===== src/rtl/pushbox_pkg.sv =====
// PushBox key command shared definitions.
// Scan codes, command/direction encodings and held-mask bit indices.
package pushbox_pkg;

   localparam logic [7:0] SC_W     = 8'h1D;
   localparam logic [7:0] SC_S     = 8'h1B;
   localparam logic [7:0] SC_A     = 8'h1C;
   localparam logic [7:0] SC_D     = 8'h23;
   localparam logic [7:0] SC_R     = 8'h2D;
   localparam logic [7:0] SC_Z     = 8'h1A;
   localparam logic [7:0] SC_UP    = 8'h75;
   localparam logic [7:0] SC_DOWN  = 8'h72;
   localparam logic [7:0] SC_LEFT  = 8'h6B;
   localparam logic [7:0] SC_RIGHT = 8'h74;

   typedef enum logic [1:0] {
      CMD_MOVE    = 2'd0,
      CMD_RESTART = 2'd1,
      CMD_UNDO    = 2'd2,
      CMD_RSVD    = 2'd3
   } cmd_e;

   typedef enum logic [1:0] {
      DIR_UP    = 2'd0,
      DIR_DOWN  = 2'd1,
      DIR_LEFT  = 2'd2,
      DIR_RIGHT = 2'd3
   } dir_e;

   localparam int HB_UP      = 0;
   localparam int HB_DOWN    = 1;
   localparam int HB_LEFT    = 2;
   localparam int HB_RIGHT   = 3;
   localparam int HB_RESTART = 4;
   localparam int HB_UNDO    = 5;
   localparam int HB_N       = 6;

   typedef struct packed {
      logic            hit;
      logic [HB_N-1:0] bit_m;
      cmd_e            ctype;
      dir_e            dir;
   } key_dec_t;

   function automatic key_dec_t decode_key(input logic [8:0] kc);
      key_dec_t d;
      d.hit   = 1'b0;
      d.bit_m = '0;
      d.ctype = CMD_MOVE;
      d.dir   = DIR_UP;
      if (!kc[8]) begin
         unique case (kc[7:0])
            SC_W: begin
               d.hit = 1'b1;
               d.bit_m[HB_UP] = 1'b1;
            end
            SC_S: begin
               d.hit = 1'b1;
               d.bit_m[HB_DOWN] = 1'b1;
               d.dir = DIR_DOWN;
            end
            SC_A: begin
               d.hit = 1'b1;
               d.bit_m[HB_LEFT] = 1'b1;
               d.dir = DIR_LEFT;
            end
            SC_D: begin
               d.hit = 1'b1;
               d.bit_m[HB_RIGHT] = 1'b1;
               d.dir = DIR_RIGHT;
            end
            SC_R: begin
               d.hit = 1'b1;
               d.bit_m[HB_RESTART] = 1'b1;
               d.ctype = CMD_RESTART;
            end
            SC_Z: begin
               d.hit = 1'b1;
               d.bit_m[HB_UNDO] = 1'b1;
               d.ctype = CMD_UNDO;
            end
            default: ;
         endcase
      end else begin
         unique case (kc[7:0])
            SC_UP: begin
               d.hit = 1'b1;
               d.bit_m[HB_UP] = 1'b1;
            end
            SC_DOWN: begin
               d.hit = 1'b1;
               d.bit_m[HB_DOWN] = 1'b1;
               d.dir = DIR_DOWN;
            end
            SC_LEFT: begin
               d.hit = 1'b1;
               d.bit_m[HB_LEFT] = 1'b1;
               d.dir = DIR_LEFT;
            end
            SC_RIGHT: begin
               d.hit = 1'b1;
               d.bit_m[HB_RIGHT] = 1'b1;
               d.dir = DIR_RIGHT;
            end
            default: ;
         endcase
      end
      return d;
   endfunction

endpackage


===== src/rtl/ps2_key_repeat_timer.sv =====
// Auto-repeat timer: first pulse after REPEAT_DELAY cycles of a held
// key, then one pulse every REPEAT_PERIOD cycles while run stays high.
module ps2_key_repeat_timer #(
   parameter int unsigned REPEAT_DELAY  = 25_000_000,
   parameter int unsigned REPEAT_PERIOD = 10_000_000,
   parameter int unsigned CNT_W         = 25
) (
   input  logic clk,
   input  logic rst,
   input  logic run,
   input  logic restart,
   output logic pulse
);

   localparam logic [CNT_W-1:0] DLY_M1 = CNT_W'(REPEAT_DELAY - 1);
   localparam logic [CNT_W-1:0] PER_M1 = CNT_W'(REPEAT_PERIOD - 1);

   logic [CNT_W-1:0] cnt;
   logic             rep_ph;

   assign pulse = run && !restart &&
                  (cnt == (rep_ph ? PER_M1 : DLY_M1));

   // The key event cycle itself is count 0, so the register resumes at 1.
   always_ff @(posedge clk or posedge rst) begin
      if (rst) begin
         cnt    <= '0;
         rep_ph <= 1'b0;
      end else if (restart) begin
         cnt    <= CNT_W'(1);
         rep_ph <= 1'b0;
      end else if (!run) begin
         cnt    <= '0;
         rep_ph <= 1'b0;
      end else if (pulse) begin
         cnt    <= '0;
         rep_ph <= 1'b1;
      end else begin
         cnt    <= cnt + CNT_W'(1);
      end
   end

endmodule


===== src/rtl/ps2_key_cmd.sv =====
// PS/2 key events to PushBox commands with a one-deep valid/ready slot.
// Optional auto-repeat when PS2_KEY_CMD_AUTO_REPEAT_EN is defined.
module ps2_key_cmd
   import pushbox_pkg::*;
#(
   parameter int unsigned REPEAT_DELAY  = 25_000_000,
   parameter int unsigned REPEAT_PERIOD = 10_000_000,
   parameter int unsigned CNT_W         = 25
) (
   input  logic       clk,
   input  logic       rst,
   input  logic [9:0] key_code,
   input  logic       key_ready,
   output logic       cmd_valid,
   output logic [1:0] cmd_type,
   output logic [1:0] cmd_dir,
   input  logic       cmd_ready,
   output logic       overflow
);

   typedef enum logic {ST_EMPTY, ST_FULL} state_e;

   state_e          state, state_nxt;
   cmd_e            type_q, ld_type;
   dir_e            dir_q, ld_dir, rep_dir;
   logic            ovf_q, ovf_set, load;
   logic [HB_N-1:0] held, held_nxt;
   key_dec_t        dec;
   logic            key_hit, gen_cmd, rep_fire, new_cmd;

   assign dec     = decode_key(key_code[8:0]);
   assign key_hit = key_ready && dec.hit;
   assign gen_cmd = key_hit && !key_code[9] &&
                    ((held & dec.bit_m) == '0);
   assign new_cmd = gen_cmd || rep_fire;

   always_comb begin
      held_nxt = held;
      if (key_hit) begin
         if (key_code[9]) held_nxt = held & ~dec.bit_m;
         else             held_nxt = held | dec.bit_m;
      end
   end

`ifdef PS2_KEY_CMD_AUTO_REPEAT_EN
   logic run, restart, pulse;

   assign run     = $onehot(held[HB_RIGHT:HB_UP]);
   assign restart = (held_nxt != held);

   ps2_key_repeat_timer #(
      .REPEAT_DELAY  (REPEAT_DELAY),
      .REPEAT_PERIOD (REPEAT_PERIOD),
      .CNT_W         (CNT_W)
   ) u_timer (
      .clk     (clk),
      .rst     (rst),
      .run     (run),
      .restart (restart),
      .pulse   (pulse)
   );

   // A key event in the same cycle always takes priority over a repeat.
   assign rep_fire = pulse && !key_ready;

   always_comb begin
      rep_dir = DIR_UP;
      unique case (1'b1)
         held[HB_DOWN]:  rep_dir = DIR_DOWN;
         held[HB_LEFT]:  rep_dir = DIR_LEFT;
         held[HB_RIGHT]: rep_dir = DIR_RIGHT;
         default:        rep_dir = DIR_UP;
      endcase
   end
`else
   logic unused_cfg;

   assign rep_fire   = 1'b0;
   assign rep_dir    = DIR_UP;
   assign unused_cfg = ^{REPEAT_DELAY[0], REPEAT_PERIOD[0], CNT_W[0]};
`endif

   always_comb begin
      state_nxt = state;
      load      = 1'b0;
      ovf_set   = 1'b0;
      ld_type   = gen_cmd ? dec.ctype : CMD_MOVE;
      ld_dir    = gen_cmd ? dec.dir : rep_dir;
      unique case (state)
         ST_EMPTY: begin
            if (new_cmd) begin
               load      = 1'b1;
               state_nxt = ST_FULL;
            end
         end
         ST_FULL: begin
            if (cmd_ready) begin
               if (new_cmd) load = 1'b1;
               else         state_nxt = ST_EMPTY;
            end else if (gen_cmd) begin
               // Dropped repeats stay silent; only real keys flag overflow.
               ovf_set = 1'b1;
            end
         end
         default: state_nxt = ST_EMPTY;
      endcase
   end

   always_ff @(posedge clk or posedge rst) begin
      if (rst) begin
         state  <= ST_EMPTY;
         type_q <= CMD_MOVE;
         dir_q  <= DIR_UP;
         ovf_q  <= 1'b0;
         held   <= '0;
      end else begin
         state <= state_nxt;
         held  <= held_nxt;
         if (load) begin
            type_q <= ld_type;
            dir_q  <= ld_dir;
         end
         if (ovf_set) ovf_q <= 1'b1;
      end
   end

   assign cmd_valid = (state == ST_FULL);
   assign cmd_type  = type_q;
   assign cmd_dir   = dir_q;
   assign overflow  = ovf_q;

endmodule


===== config.mk =====
export PLATFORM = sky130hd
export DESIGN_NAME = ps2_key_cmd
export DESIGN_NICKNAME = d
export VERILOG_FILES = /design/src/rtl/pushbox_pkg.sv /design/src/rtl/ps2_key_repeat_timer.sv /design/src/rtl/ps2_key_cmd.sv
export SDC_FILE = /design/constraint.sdc
export NUM_CORES = 1
export LEC_CHECK = 0
export BUFFER_PORTS_ARGS = -buffer_cell sky130_fd_sc_hd__buf_2
export CAP_MARGIN = 0
export CORE_ASPECT_RATIO = 0.9
export CORE_MARGIN = 5
export CORE_UTILIZATION = 50
export DETAILED_ROUTE_END_ITERATION = 10
export PLACE_DENSITY = 0.74
export SYNTH_ARGS = -nofsm -noshare
export SYNTH_HDL_FRONTEND = slang
export SYNTH_HIERARCHICAL = 1
export SYNTH_SLANG_ARGS = --single-unit
export TNS_END_PERCENT = 5

===== constraint.sdc =====
create_clock -name clk -period 2 [get_ports clk]
set_input_delay 0.2 -clock clk [delete_from_list [all_inputs] [get_ports clk]]
set_output_delay 0.2 -clock clk [all_outputs]
set_load 0.05 [all_outputs]

==> metrics.md, run 1 <==
| Metric | Value |
|---|---|
| Status | `finished clean` |
| Most frequent cells in the layout | `buf_4 (21), buf_2 (19), dfrtp_1 (12)` |
| Grt ovf | `0` |
| Final setup viols | `0` |
| NetSw | `160 uW` |
| Placement Rows | `14` |
| Max incr delay on CP | `410 ps` |
| DRC Markers | `0` |
| Register area share after synthesis | `33.1%` |
| GPL Wtd Cong | `0.966` |
| Slowest cell on crit path | `a2111oi_4` |
| Crit path required time | `2160 ps` |
| R2R setup slack | `50 ps` |
| Pwr Density | `445 mW/mm^2` |
| Clock Tree Root | `clkbuf_4` |
| Crit share post-route | `97.4%` |
| Sequential power share | `47.7%` |
| DRT Pass-1 Iters | `4` |
| Nets | `151` |
| H-tree depth | `1` |
| Final Worst Setup Slack | `53.0 ps` |
| Initial Util | `53.5%` |
| Initial antenna violation count | `0` |
| Reg2reg path depth | `5` |
| Depth of the worst hold-timing path | `2` |
| I/O Buffers | `19` |
| Clk sinks | `12` |
| Sw frac | `29.7%` |
| Final Critical Period | `1950 ps` |
| Crit path max fanout | `4` |
| Hold Crit Class | `in -> reg` |
| Clock slew at reported path FFs | `70 ps` |
| Worst-skew pair later-pin latency | `270 ps` |
| Lkg Pwr | `0.000541 uW` |
| Reg-to-Reg End | `cmd_dir[0]` |
| CTS Buf Count | `3` |
| GRT Total Usage | `19.6%` |
| Synth Register Bits | `12` |
| Min-delay src | `key_code[9]` |
| Global-route wire length before repair | `4.00 mm` |
| Filler instances | `129` |
| Die width | `54.9 microns` |
| Combinational share of power | `25.5%` |
| Postcts setup bufs | `0` |
| Post-CTS sizing | `0` |
| DP Worst Slack | `-135 ps` |
| Number of global-route vias before repair | `875` |
| Layout cells sized above 1 | `43.0%` |
| Util after Layout | `71.1%` |
| Synth Net Count | `108` |
| Pint | `378 uW` |
| Netlist cell types | `40` |
| Max cap viols | `0` |
| Gate Count Post-Synth | `94` |
| Top-Level Pins | `20` |
| Max-slew headroom | `66.4%` |
| Max Clock Freq | `514 MHz` |
| Die Height | `50.4 microns` |
| Critical path arrival | `2100 ps` |
| Synthesized area | `908 sq um` |
| Number of diodes | `0` |
| CTS Buffer Depth | `2` |
| Post-DP HPWL | `2.00 mm` |
| Total Wirelength | `2.43 mm` |
| Ys Warns | `6` |
| Setup Skew | `1.72 ps` |
| Core area | `0.00170 sq mm` |
| RSZ-0062 raised after global routing | `yes` |
| Commonest non-fill, non-tap cell in the layout | `buf_4` |
| IR Drop Worst-Case VDD | `0.000391 V` |
| CTS tree | `yes` |
| Vias per cell | `5.82` |
| Crit path launch type | `flop` |
| Least-Margin Pin Slew | `496 ps` |
| Slew Limit Fails | `0` |
| Worst-path cell chain | `and4bb_2, a221o_1, a2111oi_4, nand3_4, mux2_4` |
| Post-DRT Antenna Nets | `0` |
| Area Overhead vs Synth | `33.1%` |
| Avg WL per Cell | `15.3 microns` |
| Clk pwr share | `26.8%` |
| Crit end category | `flop` |
| Syn Area/Cell | `9.66 sq um` |
| DR iter-0 viols | `39` |
| Crit Path Class | `reg -> reg` |
| Hold Vio Cnt, Final | `0` |
| Largest net degree at the start of global routing | `13` |
| TNS Setup | `0 ps` |
| Die area | `0.00277 sq mm` |
| Via count | `925` |
through the flow:
step	std cells	power, uW	cell area [sq um]	hold WS, ps
detailed placement	155	396	1180	226
finish	159	538	1210	195
global route	159	565	1210	190
CTS	159	539	1210	189
floorplan	94	333	913	64.7
global placement	155	394	1180	207
synth_stat cells (all sizes together):
cell	n	share of area, %
a2111oi	1	3.0
a211oi	2	2.2
a21oi	4	2.2
a221o	2	2.2
a22o	1	0.96
and2	1	0.69
and3	1	0.69
and4b	1	1.2
and4bb	1	1.4
buf	2	1.8
clkbuf	1	0.41
dfrtp	12	33
inv	4	1.7
mux2	4	6.6
mux2i	1	1.1
nand2	6	2.5
nand2b	4	2.8
nand3	2	2.5
nand3b	2	1.7
nand4b	1	0.96
nor2	5	2.1
nor3	6	3.3
nor3b	1	1.4
nor4	3	2.1
nor4b	1	0.96
nor4bb	2	2.2
o21ai	10	5.5
o21bai	1	0.83
o22ai	1	0.69
o31ai	5	4.7
o32a	1	1.2
or3b	2	1.9
or4b	2	2.6
xnor2	1	0.96
worst max path at each step:
stage,end,slack [ps],depth (start not counted)
detailed placement,cmd_dir[0],-130,7
CTS,cmd_dir[0],60,5
floorplan,cmd_dir[0],40,7
global route,cmd_dir[0],-7,6
finish,cmd_dir[0],50,5
global placement,cmd_type[1],-90,7
worst max-delay path: cells and delay by family, from the launching register on:
family | cells | cell delay [ps]
AO/OA/AOI/OAI | 2 | 710
flip-flops | 1 | 400
AND/OR/NAND/NOR | 2 | 390
multiplexers | 1 | 330
area by class of cell:
type | count | area, sq um | area share, %
clock buffer | 3 | 22.5 | 1.86
inverter | 4 | 15.0 | 1.24
multi-input combinational | 75 | 578 | 47.8
sequential | 12 | 300 | 24.8
tap | 24 | 30.0 | 2.48
timing repair buffer | 41 | 263 | 21.7
power groups by stage:
| stage | sequential [uW] | combinational [uW] | clock [uW] |
|---|---|---|---|
| final | 257 | 137 | 144 |
| after global routing | 258 | 148 | 160 |
| after CTS | 257 | 136 | 146 |
| after detailed placement | 262 | 134 | 0 |
| after global placement | 261 | 133 | 0 |
| after floorplan | 278 | 54.8 | 0 |
what timing repair did:
action	in CTS	in global routing
hold endpoints to repair	12	0
endpoints found under the setup margin	0	1
hold buffers	1	0
cell families after synthesis:
| kind of cell | Yosys count | synth area share [%] |
|---|---|---|
| buf+inv | 7 | 3.86 |
| xor+xnor | 1 | 0.964 |
| mux | 5 | 7.71 |
| compound gates | 28 | 23.6 |
| simple gates | 41 | 30.9 |
| flops | 12 | 33.1 |
per-layer routing:
metal | up-vias | part of all wire (%) | track usage, %
li1 | 445 | - | -
met3 | 4 | 8.7 | 5.33
met2 | 44 | 47 | 30.1
met5 | - | 0 | 0
met1 | 432 | 44 | 27.1
met4 | 0 | 0.87 | 4.45
No activity file was read; power rests on OpenSTA's default activity.
==> run 2, diff against run 1 <==
--- a/config.mk
+++ b/config.mk
@@ -6,12 +6,12 @@
 export NUM_CORES = 1
 export LEC_CHECK = 0
 export BUFFER_PORTS_ARGS = -buffer_cell sky130_fd_sc_hd__buf_2
-export CAP_MARGIN = 0
+export CAP_MARGIN = 10
 export CORE_ASPECT_RATIO = 0.9
 export CORE_MARGIN = 5
-export CORE_UTILIZATION = 50
+export CORE_UTILIZATION = 42
+export CTS_BUF_LIST = sky130_fd_sc_hd__clkbuf_8
 export DETAILED_ROUTE_END_ITERATION = 10
-export PLACE_DENSITY = 0.74
 export SYNTH_ARGS = -nofsm -noshare
 export SYNTH_HDL_FRONTEND = slang
 export SYNTH_HIERARCHICAL = 1
==> run 2 against run 1 <==
Design area increased by 4.6%. Via count decreased by 0.32%. Critical path depth is the same. Combinational power is 5% higher. Worst setup slack lost 1.5 ps. Largest cell class unchanged.
==> metrics.md, run 2 (same netlist as run 1, synthesis figures left out) <==
| Metric | Value |
|---|---|
| Max-slew headroom | `65.6%` |
| H-tree depth | `1` |
| IR Drop Worst-Case VDD | `0.000456 V` |
| Setup Skew | `1.44 ps` |
| Post-CTS sizing | `0` |
| Critical path arrival | `2070 ps` |
| DRC Markers | `0` |
| Slew Limit Fails | `0` |
| Final Critical Period | `1950 ps` |
| Max Clock Freq | `513 MHz` |
| Crit path required time | `2120 ps` |
| Number of diodes | `0` |
| Placed cells | `159` |
| CTS Buf Count | `3` |
| CTS tree | `yes` |
| Clk sinks | `12` |
| Least-Margin Pin Slew | `509 ps` |
| Largest net degree at the start of global routing | `13` |
| Crit path max fanout | `4` |
| Worst-skew pair later-pin latency | `230 ps` |
| Final Worst Setup Slack | `51.5 ps` |
| GPL Wtd Cong | `0.942` |
| Commonest non-fill, non-tap cell in the layout | `buf_4` |
| Layout cells sized above 1 | `43.4%` |
| Top-Level Pins | `20` |
| DRT Pass-1 Iters | `4` |
| DP Worst Slack | `-110 ps` |
| Nets | `152` |
| Lkg Pwr | `0.000563 uW` |
| Crit path launch type | `flop` |
| Clock Tree Root | `clkbuf_8` |
| Reg2reg path depth | `5` |
| CTS Buffer Depth | `2` |
| Pwr Density | `484 mW/mm^2` |
| Post-DP HPWL | `2.03 mm` |
| R2R setup slack | `50 ps` |
| Die width | `59.0 microns` |
| Total Wirelength | `2.41 mm` |
| Depth of the worst hold-timing path | `2` |
| Final setup viols | `0` |
| Hold Crit Class | `in -> reg` |
| Avg WL per Cell | `14.8 microns` |
| Die area | `0.00319 sq mm` |
| Most frequent cells in the layout | `buf_4 (20), buf_2 (19), dfrtp_1 (12)` |
| Post-DRT Antenna Nets | `0` |
| Initial Util | `42.8%` |
| Reg-to-Reg End | `cmd_type[0]` |
| DR iter-0 viols | `36` |
| Crit end category | `flop` |
| Non-Filler Instances | `163` |
| Clock slew at reported path FFs | `50 ps` |
| Min-delay src | `key_code[9]` |
| Area Overhead vs Synth | `39.1%` |
| Global-route wire length before repair | `3.93 mm` |
| Vias per cell | `5.66` |
| I/O Buffers | `19` |
| Number of global-route vias before repair | `869` |
| Via count | `922` |
| RSZ-0062 raised after global routing | `no` |
| Grt ovf | `0` |
| Crit share post-route | `97.4%` |
| Core area | `0.00212 sq mm` |
| Util after Layout | `59.6%` |
| Placement Rows | `16` |
| Max cap viols | `0` |
| Die Height | `54.1 microns` |
| GRT Total Usage | `16.9%` |
| Crit Path Class | `reg -> reg` |
| Hold Vio Cnt, Final | `0` |
| Status | `finished clean` |
| Initial antenna violation count | `0` |
==> run 2: cell count changes in the layout (fill, tap and decap cells not counted), sizes merged <==
cell  previous run  this run
buf             40        41
==> run 2: per-stage QoR <==
stage / hold WS (ps) / TNS, ps / area (sq um) / power (uW)
floorplan: 64.7 / 0 / 913 / 333
global placement: 217 / -404 / 1210 / 402
detailed placement: 220 / -426 / 1210 / 403
CTS: 236 / 0 / 1260 / 619
global route: 249 / 0 / 1260 / 641
finish: 236 / 0 / 1260 / 612
==> run 2: worst max path at each step <==
stage           startpoint     endpoint
2_1_floorplan  key_code[3]   cmd_dir[0]
3_3_place_gp   key_code[7]  cmd_type[1]
3_5_place_dp   key_code[7]   cmd_dir[0]
4_1_cts               flop   cmd_dir[0]
5_1_grt        key_code[7]  cmd_type[0]
6_report              flop  cmd_type[0]
==> run 2: critical path, cell delays in order, from the launching register on <==
cell,delay [ps]
dfrtp_1,400
and4bb_2,230
a221o_1,300
a2111oi_4,420
nand3_4,160
mux2_4,320
==> run 2: layer usage <==
layer  up-vias  global-route usage, %  part of all wire, %
li1        451                      -                    -
met1       444                   23.1                   49
met3         5                   4.32                  6.0
met4         0                   4.91                 0.87
met5         -                      0                    0
met2        22                   26.3                   44
==> run 2: layout make-up <==
class | instances | area, sq um
Fill cell | 201 | 858
Multi-Input combinational cell | 75 | 578
Sequential cell | 12 | 300
Timing Repair Buffer | 42 | 295
Clock buffer | 3 | 41.3
Tap cell | 27 | 33.8
Inverter | 4 | 15.0
==> run 2: repair_timing <==
item | in CTS | in global routing
hold endpoints to repair | 12 | 0
hold buffers | 1 | 0
setup buffers | 0 | 0
setup endpoints to repair | 0 | 0
==> run 2: power breakdown <==
part           switching [uW]  total, uW  internal (uW)
logic                    80.2        144           63.9
clock network            78.4        210            132
registers                4.97        257            252
==> run 3, diff against run 2 <==
--- a/config.mk
+++ b/config.mk
@@ -10,7 +10,8 @@
 export CORE_ASPECT_RATIO = 0.9
 export CORE_MARGIN = 5
 export CORE_UTILIZATION = 42
-export CTS_BUF_LIST = sky130_fd_sc_hd__clkbuf_8
+export CTS_BUF_LIST = sky130_fd_sc_hd__clkbuf_4 sky130_fd_sc_hd__clkbuf_8
+export CTS_CLUSTER_DIAMETER = 30
 export DETAILED_ROUTE_END_ITERATION = 10
 export SYNTH_ARGS = -nofsm -noshare
 export SYNTH_HDL_FRONTEND = slang
==> constraint.sdc (replaced) <==
create_clock -name clk -period 2 [get_ports clk]
set_input_delay 0.2 -clock clk [delete_from_list [all_inputs] [get_ports clk]]
set_output_delay 0.2 -clock clk [all_outputs]
set_load 0.02 [all_outputs]
==> run 3 against run 2 <==
Wire length decreased by 1.1%. Core utilization decreased by 0.88 points. Register-to-register slack about the same. Clock power decreased by 33%. Flip-flop and latch count unchanged. Maximum frequency decreased by 0.20%. Clock skew increased by 1.4 ps. Worst setup slack got worse by 3.9 ps. Clock-buffer cell count unchanged. Critical path type unchanged. Largest cell class unchanged. Largest power group unchanged.
==> metrics.md, run 3 (same netlist as run 1, synthesis figures left out) <==
| Metric | Value |
|---|---|
| CTS Buffer Depth | `2` |
| Post-DRT Antenna Nets | `0` |
| Clock slew at reported path FFs | `70 ps` |
| Placed cell area | `0.00121 sq mm` |
| Max Clock Freq | `512 MHz` |
| Die width | `59.0 microns` |
| CTS tree | `yes` |
| Most frequent cells in the layout | `buf_4 (20), buf_2 (19), dfrtp_1 (12)` |
| Setup Skew | `2.89 ps` |
| Util after Layout | `58.7%` |
| GPL Wtd Cong | `0.942` |
| Critical path arrival | `2110 ps` |
| Pwr Density | `425 mW/mm^2` |
| TNS Setup | `0 ps` |
| Commonest non-fill, non-tap cell in the layout | `buf_4` |
| Core area | `0.00212 sq mm` |
| Area Overhead vs Synth | `37.1%` |
| Lkg Pwr | `0.000555 uW` |
| Layout cells sized above 1 | `43.4%` |
| Worst-path cell chain | `and4bb_2, a221o_1, a2111oi_4, nand3_4, mux2_4` |
| Max cap viols | `0` |
| Hold Vio Cnt, Final | `0` |
| I/O Buffers | `19` |
| Kind of cell adding the most delay to the critical path | `compound AO/OA/AOI/OAI gates` |
| Avg WL per Cell | `14.6 microns` |
| Number of diodes | `0` |
| Hold Crit Class | `in -> reg` |
| Via count | `922` |
| Total Wirelength | `2.39 mm` |
| Vias per cell | `5.66` |
| Number of global-route vias before repair | `868` |
| Global-route wire length before repair | `3.91 mm` |
| Overall Power | `529 uW` |
| Nets | `152` |
| Least-Margin Pin Slew | `503 ps` |
| Crit path launch type | `flop` |
| Postcts setup bufs | `0` |
| DRC Markers | `0` |
| Slowest cell on crit path | `a2111oi_4` |
| Crit Path Class | `reg -> reg` |
| Crit end category | `flop` |
| Largest net degree at the start of global routing | `13` |
| Max-slew headroom | `66.0%` |
| Clk sinks | `12` |
| CTS Buf Count | `3` |
| Crit path required time | `2150 ps` |
| Crit path max fanout | `4` |
| DR iter-0 viols | `37` |
| Final setup viols | `0` |
| GRT Total Usage | `16.6%` |
| Initial Util | `42.8%` |
| IR Drop Worst-Case VDD | `0.000410 V` |
| Post-DP HPWL | `2.03 mm` |
| Top-Level Pins | `20` |
| Grt ovf | `0` |
| Fin area | `0.00124 sq mm` |
| Crit share post-route | `97.6%` |
| DRT Pass-1 Iters | `4` |
| Die Height | `54.1 microns` |
| H-tree depth | `1` |
| WP buf/inv | `0` |
| Die area | `0.00319 sq mm` |
| Placement Rows | `16` |
| RSZ-0062 raised after global routing | `no` |
| Clock Tree Root | `clkbuf_4` |
| Slew Limit Fails | `0` |
| Initial antenna violation count | `0` |
| Status | `finished clean` |
| Max incr delay on CP | `420 ps` |
| Worst-skew pair later-pin latency | `260 ps` |
| Final Critical Period | `1950 ps` |
[run 3: cell counts in the layout (fill, tap and decap cells not counted)]
No cell type changed its count.
[run 3: final timing paths]
| path | slack (ps) | startpoint | end | depth (start not counted) |
|---|---|---|---|---|
| hold reg to reg | 470 | overflow | overflow | 1 |
| max in group asynchronous | 1230 | rst | async pin | 3 |
| hold / removal | 200 | key_code[9] | flop | 2 |
| setup / recovery | 50 | flop | cmd_type[0] | 5 |
| setup reg to reg | 50 | flop | cmd_type[0] | 5 |
| min in group asynchronous | 470 | rst | cmd_valid | 3 |
[run 3: metal layers]
metal	share of wire, %	vias up	track usage, %
li1	-	452	-
met1	50	444	23.0
met2	45	26	26.3
met3	5.6	0	4.32
met4	0	0	2.64
met5	0	-	0
[run 3: metrics by stage]
| step | instances | hold slack [ps] | worst slack [ps] |
|---|---|---|---|
| detailed placement | 159 | 220 | -110 |
| global route | 163 | 209 | 1.15 |
| CTS | 163 | 202 | 46.6 |
| floorplan | 94 | 64.7 | 41.2 |
| finish | 163 | 205 | 47.6 |
| global placement | 159 | 217 | -102 |
[run 3: worst reg2reg max path: stages (launching register included)]
cell,delay (ps)
dfrtp_1,410
and4bb_2,240
a221o_1,300
a2111oi_4,420
nand3_4,160
mux2_4,320
[run 3: layout make-up]
class,count,area (sq um)
fillers,205,877
multi-input cells,75,578
well taps,27,33.8
clock buffers,3,22.5
flip-flops and latches,12,300
inverters,4,15.0
repair buffers,42,295
[run 3: what timing repair did]
item	4_1_cts	5_1_grt
hold endpoints to repair	12	0
resized for setup	0	0
hold buffers	1	0
[run 3: report_power, final]
part           switching [uW]  internal (uW)
clock                    70.4           69.6
combinational            68.6           63.9
sequential               5.00            251
total                     144            385
